[config.mk]
export PLATFORM = sky130hd
export DESIGN_NAME = inst_decode_stage
export DESIGN_NICKNAME = d
export VERILOG_FILES = /design/src/rtl/inst_decode_stage.sv
export SDC_FILE = /design/constraint.sdc
export NUM_CORES = 1
export LEC_CHECK = 0
export ABC_AREA = 1
export BUFFER_PORTS_ARGS = -buffer_cell sky130_fd_sc_hd__clkbuf_2
export CORE_ASPECT_RATIO = 0.5
export CORE_MARGIN = 4
export CORE_UTILIZATION = 40
export CTS_CLUSTER_SIZE = 25
export DETAILED_ROUTE_END_ITERATION = 16
export GPL_TIMING_DRIVEN = 0
export PLACE_DENSITY = 0.67
export SLEW_MARGIN = 20
export SYNTH_ARGS = -nofsm -noshare
export SYNTH_HDL_FRONTEND = slang
export SYNTH_SLANG_ARGS = --single-unit
[constraint.sdc]
create_clock -name clk -period 3.18 [get_ports clk]
set_input_delay 0.636 -clock clk [delete_from_list [all_inputs] [get_ports clk]]
set_output_delay 0.636 -clock clk [all_outputs]
set_load 0.005 [all_outputs]
[src/rtl/inst_decode_stage.sv]
// Pipelined instruction-decode stage: extracts register/enable fields into one output
// register behind a valid/ready handshake, with a RAW scoreboard that stalls fetch.
module inst_decode_stage #(
  parameter int unsigned INST_WIDTH = 32,
  parameter int unsigned RA_W       = 3,
  parameter int unsigned WMEM_BIT   = 15,
  parameter int unsigned WREG_BIT   = 14,
  parameter int unsigned R0_LSB     = 11,
  parameter int unsigned R1_LSB     = 8,
  parameter int unsigned WD_LSB     = 5,
  parameter int unsigned HAZ_DEPTH  = 3,
  parameter bit          R0_IS_ZERO = 1'b0
) (
  input  logic                  clk,
  input  logic                  reset,
  input  logic                  en,
  input  logic                  flush,
  input  logic                  in_valid,
  output logic                  in_ready,
  input  logic [INST_WIDTH-1:0] inst_in,
  output logic                  out_valid,
  input  logic                  out_ready,
  output logic [RA_W-1:0]       r0addr_out,
  output logic [RA_W-1:0]       r1addr_out,
  output logic                  WRegEn_out,
  output logic                  WMemEn_out,
  output logic [RA_W-1:0]       WReg1_out,
  output logic                  hazard_out
);

  logic                  out_valid_q;
  logic [RA_W-1:0]       r0_q, r1_q, wd_q;
  logic                  wreg_en_q, wmem_en_q;

  // Writes issued downstream but not yet written back; index 0 is the youngest.
  logic [HAZ_DEPTH-1:0]           hist_wen_q;
  logic [HAZ_DEPTH-1:0][RA_W-1:0] hist_addr_q;

  logic [RA_W-1:0] src0, src1;
  logic            hit0, hit1;
  logic            acc, iss;

  assign src0 = inst_in[R0_LSB +: RA_W];
  assign src1 = inst_in[R1_LSB +: RA_W];

  always_comb begin
    hit0 = 1'b0;
    hit1 = 1'b0;
    if (out_valid_q && wreg_en_q) begin
      hit0 = (wd_q == src0);
      hit1 = (wd_q == src1);
    end
    for (int k = 0; k < HAZ_DEPTH; k++) begin
      if (hist_wen_q[k]) begin
        hit0 = hit0 | (hist_addr_q[k] == src0);
        hit1 = hit1 | (hist_addr_q[k] == src1);
      end
    end
    if (R0_IS_ZERO) begin
      if (src0 == '0) hit0 = 1'b0;
      if (src1 == '0) hit1 = 1'b0;
    end
  end

  assign hazard_out = in_valid & (hit0 | hit1);

  // Flush also blocks intake so the cycle that discards the held instruction loads nothing.
  assign in_ready = en & ~flush & ~hazard_out & (~out_valid_q | out_ready);
  assign acc      = in_valid & in_ready;
  assign iss      = en & ~flush & out_valid_q & out_ready;

  always_ff @(posedge clk) begin
    if (reset) begin
      out_valid_q <= 1'b0;
      r0_q        <= '0;
      r1_q        <= '0;
      wd_q        <= '0;
      wreg_en_q   <= 1'b0;
      wmem_en_q   <= 1'b0;
      hist_wen_q  <= '0;
      hist_addr_q <= '0;
    end else if (en) begin
      if (flush) begin
        out_valid_q <= 1'b0;
      end else if (acc) begin
        out_valid_q <= 1'b1;
        r0_q        <= src0;
        r1_q        <= src1;
        wd_q        <= inst_in[WD_LSB +: RA_W];
        wreg_en_q   <= inst_in[WREG_BIT];
        wmem_en_q   <= inst_in[WMEM_BIT];
      end else if (iss) begin
        out_valid_q <= 1'b0;
      end
      for (int k = HAZ_DEPTH - 1; k > 0; k--) begin
        hist_wen_q[k]  <= hist_wen_q[k-1];
        hist_addr_q[k] <= hist_addr_q[k-1];
      end
      hist_wen_q[0]  <= iss & wreg_en_q;
      hist_addr_q[0] <= wd_q;
    end
  end

  assign out_valid  = out_valid_q;
  assign r0addr_out = r0_q;
  assign r1addr_out = r1_q;
  assign WReg1_out  = wd_q;
  assign WRegEn_out = wreg_en_q;
  assign WMemEn_out = wmem_en_q;

  // Only the decoded fields of the instruction word are consumed.
  logic unused_inst;
  assign unused_inst = ^inst_in;

endmodule

==> results.md <==
- Final Cell Area: 0.001682 sq mm
- TritonCTS clock tree: built
- Setup TNS: 0 ns
- Final core utilization: 53.04%
- Drt initial violations: 73
- Residual DRC: 0
- HPWL after DPL: 2695 um
- CTS buffer count: 3
- Commonest non-fill, non-tap cell in the layout: nand2_1
- CTS Root Cell: clkbuf_8
- Worst Hold Launch: r0addr_out[1]
- Status: complete, no violations
- Synth Instances: 228
- Area growth syn-to-layout: 19.68%
- CP Launch Type: input pin
- Peak VDD IR: 0.1470 mV
- Post-Syn Area: 0.001405 sq mm
- R2r setup slk: 1.60 ns
- GPL Wtd Cong: 0.7978
- Die width: 91.82 um
- Final ANT Viol Nets: 0
- Synth unique cells: 19
- Setup Viol. Count Final: 0
- Port bufs: 29
- Slew @ Worst Pin: 0.4848 ns
- Die height: 49.91 um
- Antenna violations before repair: 0
- Total track usage: 16.04%
- Number of global-route vias before repair: 1298
- Post-layout minimum cycle time: 2.447 ns
- Total number of vias: 1411
- Worst slack at placement: 0.7419 ns
- Syn Area/Cell: 6.163 sq um
- Fill count: 321
- Yosys warnings: 0
- Data arrival time of the worst path: 1.81 ns
- Final count of hold timing violations: 0
- First-pass GRT wire length: 5892 um
- CTS sink cnt: 24
- P_leak: 0.0008736 uW
- Clk_lat worst skew: 0.27 ns
- Fin worst setup slack: 0.7329 ns
- Multi-input logic area: 700.7 sq um
- Core area: 0.003171 sq mm
- Detailed Route WL: 3567 um
- Relative slew margins: 67.68%
- Reg-to-Reg End: r1addr_out[0]
- First-pass DRT Iterations: 4
- Top Ports: 52
- R2R Path Start: hist_addr_q[3]
- Die ar.: 0.004583 sq mm
- Endpoint of the worst hold path: r0addr_out[1]
- Fin. max-slew vios: 0
- Share of cells above drive strength 1: 17.24%
- #FFs+latches synth: 24
- Worst-path clk slew: 0.09 ns
- Syn nets: 266
- Cts hold-fix bufs: 0
- Clock Tree Buf Depth: 2
- Max Cap Violations: 0
- Hold path cells: 4
- Sequential area share after synthesis: 34.19%
- Critical Path End Type: output port
- RSZ-0062 raised after global routing: false
- Site row count: 14
- Reg area: 480.5 sq um
- Initial Utilization: 44.32%
- Ant diodes: 0
- Crit Path Class: input pin to output port
- HP Class: flip-flop to flip-flop
- CP Data Required Time: 2.54 ns
- Tot Pwr: 741.7 uW
- WL/cell: 11.54 um
- Final #Nets: 300
- Crit-path max FO: 5
- Post-DR vias/cell: 4.566
- Post-CTS sizing: 0
- H-tree depth: 1
- Worst Skew: 0.005754 ns
- Pwr Density: 441.1 mW/mm^2
- Peak Freq: 0.4086 GHz
- Most frequent cells in the layout: 68 x nand2_1, 42 x inv_1, 29 x clkbuf_2, 24 x dfxtp_1, 21 x nor2_1
- Period utilization: 76.95%
- Setup bufs post-CTS: 0
- Placed instance area: 0.001610 sq mm
- Pin count of the biggest net entering global routing: 15
- Grt total ovfl: 0
- Cell depth of the worst flop-to-flop path: 12
## critical path, cell delays in order
cell      delay (ns)
clkbuf_2        0.13
inv_2           0.11
nand2_1         0.06
nand2_1         0.07
nor2_1          0.04
nand2_1         0.04
nand2_1         0.05
nand2_1         0.06
nand2_1         0.09
nor2_4          0.17
nor2_1          0.08
nor3_1          0.13
clkbuf_2        0.14
## metrics by stage
stage	hold slack [ns]	instances
5_1_grt	0.5243	309
6_report	0.5117	309
3_3_place_gp	0.4823	305
3_5_place_dp	0.4947	305
4_1_cts	0.5105	309
2_1_floorplan	0.4631	228
## cell type report
cell class	count	area share (%)
buffer	9	2.604
clock buffer	3	2.455
clock inverter	1	1.786
inverter	48	10.71
multi-input combinational	147	41.67
sequential	24	28.57
tap	48	3.571
timing repair buffer	29	8.631
## cells in the mapped netlist
master | instances | area [sq um]
nor2_4 | 1 | 11.26
o21ai_0 | 11 | 55.05
clkbuf_1 | 4 | 15.01
buf_6 | 1 | 11.26
o22ai_1 | 1 | 6.260
xnor2_1 | 13 | 113.9
nand3_1 | 7 | 35.03
nand4_1 | 11 | 68.82
a21oi_1 | 11 | 55.05
nand2_1 | 68 | 255.2
nand3_2 | 1 | 10.01
buf_2 | 2 | 10.01
dfxtp_1 | 24 | 480.5
inv_1 | 42 | 157.7
or2_2 | 1 | 6.260
nor2_1 | 21 | 78.83
inv_2 | 6 | 22.52
buf_1 | 2 | 7.510
nor3_1 | 1 | 5.000
## where the power goes
group          switching (uW)  leakage, uW  total [uW]  internal (uW)
clock network             103    0.0000357         271            168
registers                14.9     0.000197         333            318
logic                    81.3     0.000641         138           56.6
## sequential cells by signal, indices dropped and copies added (netlist names)
register and flops:
r1addr_out 3, hist_addr_q 9, out_valid 1, WReg1_out 3, hist_wen_q 3, WMemEn_out 1
WRegEn_out 1, r0addr_out 3
## logic make-up after synthesis
family | count (synthesis) | synth area share [%]
AO/OA/AOI/OAI | 23 | 8.281
XOR/XNOR | 13 | 8.103
flip-flops | 24 | 34.19
buffers and inverters | 57 | 15.94
AND/OR/NAND/NOR | 111 | 33.48
## routing by layer
metal  part of all wire [%]  wire (um)  vias up  global-route usage, %
met5                      0          0        -                      0
met1                     51       1836      622                  20.97
met2                     44       1556       26                  26.48
met3                    3.8        135        4                  3.799
met4                    1.1         38        0                  4.433
li1                       -          -      759                      -
## how the worst max path moves through the flow
stage / from / endpoint / cells past startpoint
CTS: inst_in[10] / in_ready / 13
detailed placement: inst_in[10] / in_ready / 13
finish: inst_in[10] / in_ready / 13
global placement: inst_in[10] / in_ready / 13
global route: inst_in[9] / in_ready / 13
floorplan: inst_in[12] / in_ready / 9
Note: power is estimated with default switching activity, not from simulation.
